==> config.mk <==
export PLATFORM = sky130hd
export DESIGN_NAME = clock_controller_flat
export DESIGN_NICKNAME = d
export VERILOG_FILES = /design/src/rtl/clock_controller_if.sv /design/src/rtl/clock_controller.sv /design/src/flat_wrapper.sv
export SDC_FILE = /design/constraint.sdc
export NUM_CORES = 1
export LEC_CHECK = 0
export ABC_AREA = 1
export CAP_MARGIN = 30
export CORE_MARGIN = 5
export CORE_UTILIZATION = 45
export DETAILED_ROUTE_END_ITERATION = 6
export GPL_ROUTABILITY_DRIVEN = 0
export MAX_ROUTING_LAYER = met4
export PLACE_DENSITY_LB_ADDON = 0.05
export RECOVER_POWER = 100
export SLEW_MARGIN = 20
export SYNTH_ARGS = -nofsm -noshare
export SYNTH_HDL_FRONTEND = slang
export SYNTH_SLANG_ARGS = --single-unit
export TNS_END_PERCENT = 20
==> constraint.sdc <==
create_clock -name clk -period 1.9 [get_ports clk]
set_input_delay 0.475 -clock clk [delete_from_list [all_inputs] [get_ports clk]]
set_output_delay 0.475 -clock clk [all_outputs]
set_load 0.01 [all_outputs]
==> src/rtl/clock_controller_if.sv <==
// clock_controller_if
//   Bundles the tick and button event pulses together with the time, mode and
//   field-visibility outputs of the clock controller.
//   master : drives the pulses and observes the outputs (clock divider, buttons, display)
//   slave  : the controller; receives the pulses and drives the outputs
//   tick_1hz / tick_500ms        divider pulses, one cycle wide
//   mode_p / inc_p / dec_p       debounced button pulses, one cycle wide
//   hours[4:0] minutes[5:0] seconds[5:0] current time, binary
//   mode[1:0]                    0=RUN 1=SET_HOUR 2=SET_MIN
//   hour_vis / min_vis           1 = show that field's digits
interface clock_controller_if;
    logic       tick_1hz;
    logic       tick_500ms;
    logic       mode_p;
    logic       inc_p;
    logic       dec_p;
    logic [4:0] hours;
    logic [5:0] minutes;
    logic [5:0] seconds;
    logic [1:0] mode;
    logic       hour_vis;
    logic       min_vis;

    modport master (
        output tick_1hz, tick_500ms, mode_p, inc_p, dec_p,
        input  hours, minutes, seconds, mode, hour_vis, min_vis
    );

    modport slave (
        input  tick_1hz, tick_500ms, mode_p, inc_p, dec_p,
        output hours, minutes, seconds, mode, hour_vis, min_vis
    );
endinterface

==> src/rtl/clock_controller.sv <==
// clock_controller
//   Keeps hours/minutes/seconds, sequences RUN -> SET_HOUR -> SET_MIN -> RUN on
//   the mode button, applies inc/dec edits in the SET modes, and blinks the
//   field under edit through hour_vis/min_vis. Every output is a register, so
//   an input event shows up the cycle after the edge that samples it.
//   clk  : system clock
//   rst  : synchronous reset, active-high
//   bus  : clock_controller_if.slave (pulses in, time/mode/visibility out)
module clock_controller #(
    parameter int unsigned HOUR_MOD = 24,
    parameter int unsigned MIN_MOD  = 60
) (
    input  logic                  clk,
    input  logic                  rst,
    clock_controller_if.slave     bus
);

    typedef enum logic [1:0] {
        RUN      = 2'd0,
        SET_HOUR = 2'd1,
        SET_MIN  = 2'd2
    } mode_t;

    localparam logic [4:0] HOUR_MAX = 5'(HOUR_MOD - 1);
    localparam logic [5:0] MIN_MAX  = 6'(MIN_MOD - 1);

    mode_t      state_q, state_d;
    logic [4:0] hours_q, hours_d;
    logic [5:0] minutes_q, minutes_d;
    logic [5:0] seconds_q, seconds_d;
    logic       blink_q, blink_d;
    logic       hour_vis_q, hour_vis_d;
    logic       min_vis_q, min_vis_d;

    // State and datapath registers
    always_ff @(posedge clk) begin
        if (rst) begin
            state_q    <= RUN;
            hours_q    <= '0;
            minutes_q  <= '0;
            seconds_q  <= '0;
            blink_q    <= 1'b1;
            hour_vis_q <= 1'b1;
            min_vis_q  <= 1'b1;
        end else begin
            state_q    <= state_d;
            hours_q    <= hours_d;
            minutes_q  <= minutes_d;
            seconds_q  <= seconds_d;
            blink_q    <= blink_d;
            hour_vis_q <= hour_vis_d;
            min_vis_q  <= min_vis_d;
        end
    end

    // Next mode
    always_comb begin
        state_d = state_q;
        unique case (state_q)
            RUN:      if (bus.mode_p) state_d = SET_HOUR;
            SET_HOUR: if (bus.mode_p) state_d = SET_MIN;
            SET_MIN:  if (bus.mode_p) state_d = RUN;
            default:  state_d = RUN;
        endcase
    end

    // Time counters, blink and visibility for the next cycle
    always_comb begin
        hours_d   = hours_q;
        minutes_d = minutes_q;
        seconds_d = seconds_q;
        blink_d   = blink_q;
        unique case (state_q)
            RUN: begin
                blink_d = 1'b1;
                if (bus.tick_1hz) begin
                    if (seconds_q == MIN_MAX) begin
                        seconds_d = '0;
                        if (minutes_q == MIN_MAX) begin
                            minutes_d = '0;
                            hours_d   = (hours_q == HOUR_MAX) ? '0 : hours_q + 5'd1;
                        end else begin
                            minutes_d = minutes_q + 6'd1;
                        end
                    end else begin
                        seconds_d = seconds_q + 6'd1;
                    end
                end
                // Entering SET_HOUR clears seconds, overriding a same-cycle tick.
                if (bus.mode_p) seconds_d = '0;
            end
            SET_HOUR: begin
                if (bus.mode_p) begin
                    blink_d = 1'b1;
                end else if (bus.inc_p) begin
                    hours_d = (hours_q == HOUR_MAX) ? '0 : hours_q + 5'd1;
                    blink_d = 1'b1;
                end else if (bus.dec_p) begin
                    hours_d = (hours_q == '0) ? HOUR_MAX : hours_q - 5'd1;
                    blink_d = 1'b1;
                end else if (bus.tick_500ms) begin
                    blink_d = ~blink_q;
                end
            end
            SET_MIN: begin
                // Minute wrap here never touches hours.
                if (bus.mode_p) begin
                    blink_d = 1'b1;
                end else if (bus.inc_p) begin
                    minutes_d = (minutes_q == MIN_MAX) ? '0 : minutes_q + 6'd1;
                    blink_d   = 1'b1;
                end else if (bus.dec_p) begin
                    minutes_d = (minutes_q == '0) ? MIN_MAX : minutes_q - 6'd1;
                    blink_d   = 1'b1;
                end else if (bus.tick_500ms) begin
                    blink_d = ~blink_q;
                end
            end
            default: blink_d = 1'b1;
        endcase
        // Visibility is registered from next-cycle mode/blink so it lines up
        // with the mode output.
        hour_vis_d = !((state_d == SET_HOUR) && !blink_d);
        min_vis_d  = !((state_d == SET_MIN) && !blink_d);
    end

    assign bus.hours    = hours_q;
    assign bus.minutes  = minutes_q;
    assign bus.seconds  = seconds_q;
    assign bus.mode     = state_q;
    assign bus.hour_vis = hour_vis_q;
    assign bus.min_vis  = min_vis_q;

endmodule

==> src/flat_wrapper.sv <==
// flat-port wrapper written by rule: the top's interface ports become plain ports
module clock_controller_flat 
#(
    parameter int unsigned HOUR_MOD = 24,
    parameter int unsigned MIN_MOD  = 60
)
  (clk, rst, bus_tick_1hz, bus_tick_500ms, bus_mode_p, bus_inc_p, bus_dec_p, bus_hours, bus_minutes, bus_seconds, bus_mode, bus_hour_vis, bus_min_vis);
  clock_controller_if bus_i ();
  input  logic clk;
  input  logic rst;
  input wire logic [$bits(bus_i.tick_1hz)-1:0] bus_tick_1hz;
  input wire logic [$bits(bus_i.tick_500ms)-1:0] bus_tick_500ms;
  input wire logic [$bits(bus_i.mode_p)-1:0] bus_mode_p;
  input wire logic [$bits(bus_i.inc_p)-1:0] bus_inc_p;
  input wire logic [$bits(bus_i.dec_p)-1:0] bus_dec_p;
  output wire logic [$bits(bus_i.hours)-1:0] bus_hours;
  output wire logic [$bits(bus_i.minutes)-1:0] bus_minutes;
  output wire logic [$bits(bus_i.seconds)-1:0] bus_seconds;
  output wire logic [$bits(bus_i.mode)-1:0] bus_mode;
  output wire logic [$bits(bus_i.hour_vis)-1:0] bus_hour_vis;
  output wire logic [$bits(bus_i.min_vis)-1:0] bus_min_vis;
  assign bus_i.tick_1hz = bus_tick_1hz;
  assign bus_i.tick_500ms = bus_tick_500ms;
  assign bus_i.mode_p = bus_mode_p;
  assign bus_i.inc_p = bus_inc_p;
  assign bus_i.dec_p = bus_dec_p;
  assign bus_hours = bus_i.hours;
  assign bus_minutes = bus_i.minutes;
  assign bus_seconds = bus_i.seconds;
  assign bus_mode = bus_i.mode;
  assign bus_hour_vis = bus_i.hour_vis;
  assign bus_min_vis = bus_i.min_vis;
  clock_controller #(.HOUR_MOD(HOUR_MOD), .MIN_MOD(MIN_MOD)) u_core (.clk(clk), .rst(rst), .bus(bus_i));
endmodule
; ---- After elaboration in Yosys (flattened, before gate mapping)
; Index checks and enable logic that the tools add are counted.
[word_totals]
regBits = 22
latch_bits = 0
ram_bits = 0
mem_bits_ro = 0
inputBits = 7
out_inout_bits = 21
elab_cells = 71
mem_count = 0
[classes]
add_sub_neg = 5
multipliers = 0
div_mod_pow = 0
n_lt_le_gt_ge = 0
n_eq_ne = 14
n_shift = 0
muxes = 29
bitwise_logic = 1
n_reduce_logical = 15
[op_table]
columns = cell, n
row1 = $mux 6, 10
row2 = $mux 5, 8
row3 = $add 6x1->6 const B, 2
row4 = $eq 6x6->1 const B, 2
row5 = $pmux 6 s2, 1
row6 = $pmux 5 s2, 1
row7 = $logic_not 6->1, 1
row8 = $mux 2, 3
row9 = $ne 2x2->1 const B, 3
row10 = $ne 3x3->1 const B, 2
row11 = $pmux 2 s3, 1
row12 = $reduce_and 6->1, 1
row13 = $reduce_bool 2->1, 3
row14 = $sub 6x1->6 const B, 1
row15 = $add 5x1->5 const B, 1
row16 = $eq 5x5->1 const B, 1
row17 = $logic_not 5->1, 1
row18 = $mux 1, 5
row19 = $reduce_and 5->1, 1
row20 = $sub 5x1->5 const B, 1
row21 = $eq 2x1->1 const B, 2
row22 = $eq 2x2->1 const B, 2
row23 = $ne 2x1->1 const B, 2
row24 = $logic_not 1->1, 3
row25 = other kinds (5), 6

; ---- Longest topological paths before layout
; Gate-level depths: netlist of the first run.
[logic_depth]
word_depth = 9
depth_mapped = 11

; ---- Worst setup path after synthesis of the first run
; Ideal clock, no wire load.
[synth_timing]
path_type = reg2reg
start = register u_core.state_q[0] (netlist: u_core.bus.mode[0])
end = register u_core.hours_q[0] (netlist: u_core.bus.hours[0])
setup_time_ns = 0.128
arrival_time_ns = 1.404
t_required_ns = 1.772
setup_slack_ns = 0.369
stages_incl_launch_ff = 11
n_path_buf = 0
synth_period_minus_slack_ns = 1.531
path_cell_list = dfxtp_1 -> inv_1 -> ha_1 -> nand2_1 -> nand2_1 -> nor2_2 -> nand2_1 -> nor2_2 -> nand2_1 -> nand2_1 -> nor2_1
[synth_via]
elab_chain_len = 3
elab_cells_between_ends = 10
[synth_lines]
columns = item, line_no
row1 = from (decl), clock_controller.sv:27  ; mode_t state_q, state_d;
row2 = from (signal assigned), clock_controller.sv:46  ; state_q <= state_d;
row3 = $eq 2x1->1 / $logic_not 2->1 (equally long branches), clock_controller.sv:73  ; unique case (state_q)
row4 = $ne 3x3->1 (no source line) (tied with other cells), -
row5 = $reduce_and 6->1 (no source line), -
row6 = to (signal assigned), clock_controller.sv:47  ; hours_q <= hours_d;
row7 = to (decl), clock_controller.sv:28  ; logic [4:0] hours_q, hours_d;
; Parallel ways exist; a longest one is shown, timed or not.
; A chain may end at the register's enable or synchronous reset.

; ---- Worst setup path after layout of the first run
[layout_timing]
start = register u_core.minutes_q[5] (netlist: u_core.bus.minutes[5])
end = output bus_minutes[5]
[layout_rtl]
columns = item, line_no
row1 = from (decl), clock_controller.sv:29  ; logic [5:0] minutes_q, minutes_d;
row2 = from (signal assigned), clock_controller.sv:48  ; minutes_q <= minutes_d;
row3 = to (decl), flat_wrapper.sv:17  ; output wire logic [$bits(bus_i.minutes)-1:0] bus_minutes;
; No word-level cell between the ends.

==> results of run 1 <==
==> routing by layer <==
| metal | GRT usage (%) | up-vias |
|---|---|---|
| met5 | - | - |
| met4 | 3.83 | 0 |
| met3 | 3.04 | 5 |
| met2 | 26.8 | 36 |
| met1 | 21.5 | 682 |
| li1 | - | 883 |
==> cells by family after synthesis <==
family,synth area share [%]
AND/OR/NAND/NOR,40.3
adder cells (fa/ha/maj),8.55
AO/OA/AOI/OAI,11.3
buffers and inverters,9.25
flip-flops,27.4
XOR/XNOR,3.26
==> worst paths after layout <==
path | from | endpoint | slack [ps] | cells after the start
worst max-delay path | u_core.bus.minutes[5] | bus_minutes[5] | 70 | 1
worst min-delay path | u_core.bus.hours[1] | u_core.bus.hours[1] | 520 | 2
worst max register to register | u_core.bus.mode[1] | u_core.bus.minutes[4] | 250 | 9
worst min register to register | u_core.bus.hours[1] | u_core.bus.hours[1] | 520 | 2
==> stage by stage <==
stage / hold slack, ps / cells / util [%] / worst slack (ps) / TNS (ps)
final: 519 / 332 / 59.4 / 71.0 / 0
after global routing: 551 / 332 / 59.4 / 7.14 / 0
after CTS: 522 / 332 / 59.5 / 25.9 / 0
after detailed placement: 497 / 328 / 58.0 / -38.4 / -55.6
after global placement: 498 / 328 / 58.0 / 24.6 / 0
after floorplan: 516 / 251 / - / 369 / 0
==> report_power, final <==
| part | internal [W] | leakage, nW | switching, W |
|---|---|---|---|
| clock | 0.000213 | 0.0279 | 0.000160 |
| sequential | 0.000496 | 0.182 | 0.0000402 |
| combinational | 0.000209 | 0.693 | 0.000281 |
| total | 0.000918 | 0.903 | 0.000481 |
==> sequential cells by signal, indices dropped and copies added, names as in the netlist <==
register	flops
u_core.bus.minutes	6
u_core.bus.seconds	6
u_core.bus.hours	5
u_core.bus.mode	2
u_core.blink_q	1
u_core.bus.hour_vis	1
u_core.bus.min_vis	1
==> synthesized netlist by cell type (all sizes together) <==
cell type  number
a21oi          11
or2             1
dfxtp          22
nor3b           2
nor2           31
and2            3
xor2            5
o21ai          14
o22ai           1
nand3          23
o21bai          2
clkbuf          1
nor4            1
nand4           7
buf             2
inv            32
nor3            2
ha             11
o211ai          2
nand2          76
xnor2           1
o2111ai         1
==> cells in the final DEF (no fill, tap or decap), types with 2 or more instances in the layout <==
| cell | count |
|---|---|
| nand2_1 | 75 |
| nor2_1 | 28 |
| inv_1 | 27 |
| nand3_1 | 21 |
| clkdlybuf4s50_1 | 20 |
| dfxtp_1 | 15 |
| o21ai_0 | 11 |
| a21oi_1 | 11 |
| ha_1 | 11 |
| nand4_1 | 7 |
| dlygate4sd3_1 | 7 |
| dfxtp_2 | 7 |
| buf_4 | 6 |
| xor2_1 | 5 |
| inv_2 | 3 |
| clkbuf_4 | 3 |
| nor2_4 | 2 |
| o21ai_1 | 2 |
| nand3_2 | 2 |
| nor3_1 | 2 |
| o211ai_1 | 2 |
| and2_0 | 2 |
| o21bai_1 | 2 |
| nor3b_1 | 2 |
==> cell type report <==
cell class	count	area [um^2]
Multi-Input combinational cell	194	1010
Fill cell	343	1380
Timing Repair Buffer	34	319
Clock inverter	1	30.0
Clock buffer	3	22.5
Tap cell	46	57.6
Sequential cell	22	449
Inverter	32	123
==> repair_timing <==
action	in CTS	in global routing
hold endpoints to repair	0	0
resized for setup	1	6
hold buffers	0	0
setup endpoints to repair	1	6
==> results.sh, run 1 <==
export IMPL_fin_area_um2=2010
export IMPL_setup_violations=0
export IMPL_p_leak_nw=0.903
export IMPL_antenna_found_initial=0
export IMPL_drt_iter0_drc=112
export IMPL_ys_seq_area_share_pct=27.4
export IMPL_grt_pass1_vias=1527
export IMPL_synth_area_leaders="dfxtp_1, nand2_1, ha_1"
export IMPL_drt_met1_wl_um=1830
export IMPL_synth_cells=251
export IMPL_wl_met3_um=140
export IMPL_nets=305
export IMPL_yosys_area_top_type="dfxtp_1"
export IMPL_synthDistinctLibCells=30
export IMPL_cp_data_required_time_ps=1420
export IMPL_clk_pin_slew_worst_paths_ps=130
export IMPL_hpwl_um=2820
export IMPL_vias_per_cell=4.84
export IMPL_crit_path_cell_trace="dlygate4sd3_1"
export IMPL_post_dp_cell_area_um2=1960
export IMPL_die_h_um=69.8
export IMPL_syn_area_per_cell_um2=6.42
export IMPL_grt_use_total_pct=16.6
export IMPL_fmax_ghz=0.547
export IMPL_yosys_warnings=0
export IMPL_p_total_w=0.00140
export IMPL_gr_total_overflow=0
export IMPL_hp_class="reg -> reg"
export IMPL_report_final_hold_viol_count=0
export IMPL_worstSkewPairLatency_ps=320
export IMPL_firstDrtPassIters=4
export IMPL_cts_setup_buffers=0
export IMPL_cpLargestDelayFamily="buffers and inverters"
export IMPL_worstMarginPinSlew_ps=343
export IMPL_path_class="reg -> out"
export IMPL_grt_start_max_net_pins=14
export IMPL_critPathLaunchType="register"
export IMPL_routed_top_layer="met4"
export IMPL_synthesis_nets=269
export IMPL_grt_first_pass_wirelength_um=6640
export IMPL_cts_tree="yes"
export IMPL_arrival_ps=1350
export IMPL_wl_met2_um=1690
export IMPL_ctsHtreeMaxLevel=1
export IMPL_row_count=21
export IMPL_pin_count=28
export IMPL_io_buffers=27
export IMPL_fin_crit_sh_pct=96.3
export IMPL_period_needed_ps=1830
export IMPL_p_per_area_nw_per_um2=695
export IMPL_synth_seq_cells=22
export IMPL_core_area_um2=3390
export IMPL_slew_viol_final=0
export IMPL_antenna_left=0
export IMPL_critical_path_max_fanout=7
export IMPL_cpMaxStageDelayCell="dlygate4sd3_1"
export IMPL_worstSetupEndpointType="output port"
export IMPL_clk_path_buf_depth=2
export IMPL_cts_sinks=22
export IMPL_cp_num_buf_inv=1
export IMPL_initial_core_util_pct=47.5
export IMPL_critPathMaxStageDelay_ps=620
export IMPL_diodes=0
export IMPL_layout_drive_gt1_share_pct=10.1
export IMPL_die_w_um=69.8
export IMPL_cts_buffers_inserted=3
export IMPL_fin_worst_skew_ps=2.46
export IMPL_vdd_drop_max_v=0.000528
export IMPL_drt_total_wl_um=3700
export IMPL_dr_total_vias=1606
export IMPL_die_area_um2=4870
export IMPL_areaGrowthSynthToFinish_pct=24.9
export IMPL_cts_root_buf="clkbuf_4"
export IMPL_rsz0062_at_grt="false"
export IMPL_outcome="complete, no violations"
export IMPL_synth_top_area_share_pct=27.4
export IMPL_drv_cap=0
export IMPL_relSlewSlack_pct=76.9
export IMPL_syn_area_um2=1610
export IMPL_route_detailed_drc=0
export IMPL_wl_per_cell_um=11.2
No activity file was read; power rests on OpenSTA's default activity.
==> inputs of run 2 (changes only) <==
--- a/config.mk
+++ b/config.mk
@@ -16,3 +16,2 @@
 export RECOVER_POWER = 100
-export SLEW_MARGIN = 20
 export SYNTH_ARGS = -nofsm -noshare
--- a/constraint.sdc
+++ b/constraint.sdc
@@ -3,2 +3,2 @@
 set_output_delay 0.475 -clock clk [all_outputs]
-set_load 0.01 [all_outputs]
+set_load 0.1 [all_outputs]
==> run 2 against run 1 <==
Clock power shrank 42%. Routed wire length is 2.1% lower. Via count grew 1.0%. Sequential cell count did not move. Setup slack better by 57 ps. Total power up 4.9%. Sequential share of layout area up 0.051 points.
==> results.sh, run 2 (synthesized netlist as in run 1, its figures left out) <==
export IMPL_outcome="complete, no violations"
export IMPL_vdd_drop_max_v=0.000332
export IMPL_cp_num_cells=1
export IMPL_routed_top_layer="met4"
export IMPL_p_leak_nw=0.924
export IMPL_clk_path_buf_depth=2
export IMPL_fin_util_pct=58.4
export IMPL_drt_met1_wl_um=1780
export IMPL_worstMarginPinSlew_ps=548
export IMPL_drt_total_wl_um=3620
export IMPL_dr_total_vias=1622
export IMPL_drv_cap=0
export IMPL_core_area_um2=3390
export IMPL_worstSetupEndpointType="output port"
export IMPL_arrival_ps=1300
export IMPL_route_detailed_drc=0
export IMPL_hpwl_um=2860
export IMPL_die_w_um=69.8
export IMPL_regArea_um2=443
export IMPL_holdWs_ps=551
export IMPL_multiInputGateArea_um2=1020
export IMPL_p_total_w=0.00147
export IMPL_cts_sinks=22
export IMPL_pin_count=28
export IMPL_firstDrtPassIters=4
export IMPL_worstSkewPairLatency_ps=310
export IMPL_cts_hold_buffers_added=0
export IMPL_path_class="reg -> out"
export IMPL_initial_core_util_pct=47.5
export IMPL_rsz0062_at_grt="false"
export IMPL_tns_ps=0
export IMPL_setup_violations=0
export IMPL_cpMaxStageDelayCell="dfxtp_1"
export IMPL_grt_pass1_vias=1513
export IMPL_diodes=0
export IMPL_vias_per_cell=4.96
export IMPL_dpl_worst_slack_ps=-42.9
export IMPL_setup_worst_path_start="u_core.bus.minutes[4]"
export IMPL_hp_start="u_core.bus.seconds[4]"
export IMPL_antenna_found_initial=0
export IMPL_cp_data_required_time_ps=1420
export IMPL_row_count=21
export IMPL_io_buffers=27
export IMPL_wl_met2_um=1650
export IMPL_grt_first_pass_wirelength_um=6670
export IMPL_fin_worst_skew_ps=7.76
export IMPL_period_needed_ps=1770
export IMPL_clk_pin_slew_worst_paths_ps=110
export IMPL_crit_path_cell_trace="buf_2"
export IMPL_cts_resized=0
export IMPL_cp_num_buf_inv=1
export IMPL_n_fill_cell=346
export IMPL_die_h_um=69.8
export IMPL_critPathLaunchType="register"
export IMPL_cpLargestDelayFamily="flip-flops"
export IMPL_antenna_left=0
export IMPL_cts_setup_buffers=0
export IMPL_relSlewSlack_pct=63.6
export IMPL_timing_rr_start="u_core.bus.mode[1]"
export IMPL_grt_use_total_pct=16.4
export IMPL_slew_viol_final=0
export IMPL_wl_per_cell_um=11.1
export IMPL_report_final_hold_viol_count=0
export IMPL_final_cell_mix="nand2_1, inv_1, nor2_1"
export IMPL_critPathMaxStageDelay_ps=500
export IMPL_worst_slack_ps=128
export IMPL_wl_met3_um=158
export IMPL_nets=301
export IMPL_hp_class="reg -> reg"
export IMPL_fmax_ghz=0.564
export IMPL_gr_total_overflow=0
export IMPL_layout_drive_gt1_share_pct=15.3
export IMPL_drt_iter0_drc=147
export IMPL_die_area_um2=4870
export IMPL_p_per_area_nw_per_um2=741
export IMPL_grt_start_max_net_pins=12
export IMPL_layout_commonest_cell="nand2_1"
export IMPL_areaGrowthSynthToFinish_pct=22.9
export IMPL_r2r_cells=9
export IMPL_cts_buffers_inserted=3
export IMPL_min_path_cells=2
export IMPL_cts_tree="yes"
export IMPL_critical_path_max_fanout=8
export IMPL_fin_crit_sh_pct=93.3
export IMPL_cts_root_buf="clkbuf_4"
export IMPL_ctsHtreeMaxLevel=1
[run 2: cell types whose count changed in the layout (fill, tap and decap cells not counted), moves of 5 or more]
cell,before,now
buf_12,0,8
clkbuf_2,0,8
clkdlybuf4s50_1,20,5
dfxtp_1,15,20
dfxtp_2,7,2
dlygate4sd3_1,7,1
[run 2: metrics by stage]
| stage | std cells | cell area, um^2 |
|---|---|---|
| after detailed placement | 324 | 2150 |
| after CTS | 327 | 2180 |
| after floorplan | 251 | 1620 |
| final | 327 | 1980 |
| after global placement | 324 | 2150 |
| after global routing | 327 | 1980 |
[run 2: per-layer routing]
| metal | global-route usage (%) | vias to the layer above |
|---|---|---|
| li1 | - | 876 |
| met1 | 21.7 | 712 |
| met2 | 25.9 | 29 |
| met3 | 2.90 | 5 |
| met4 | 4.26 | 0 |
| met5 | - | - |
[run 2: final cells by class]
type                       instances  area share, %
sequential                        22           22.4
tap                               46           2.91
inverter                          32           6.19
multi-input combinational        194           51.6
clock buffer                       3           1.14
timing repair buffer              30           15.8
[run 2: path summary, 6_finish.rpt]
path / to / slack (ps)
setup / recovery: bus_minutes[4] / 130
hold / removal: u_core.bus.seconds[4] / 550
setup reg to reg: u_core.bus.minutes[4] / 210
hold reg to reg: u_core.bus.seconds[4] / 550
[run 2: power by group]
group	total [W]	internal (W)	switching (W)	leakage [nW]
sequential	0.000557	0.000494	0.0000628	0.179
clock	0.000215	0.0000741	0.000140	0.0138
combinational	0.000696	0.000220	0.000475	0.731
total	0.00147	0.000788	0.000678	0.924
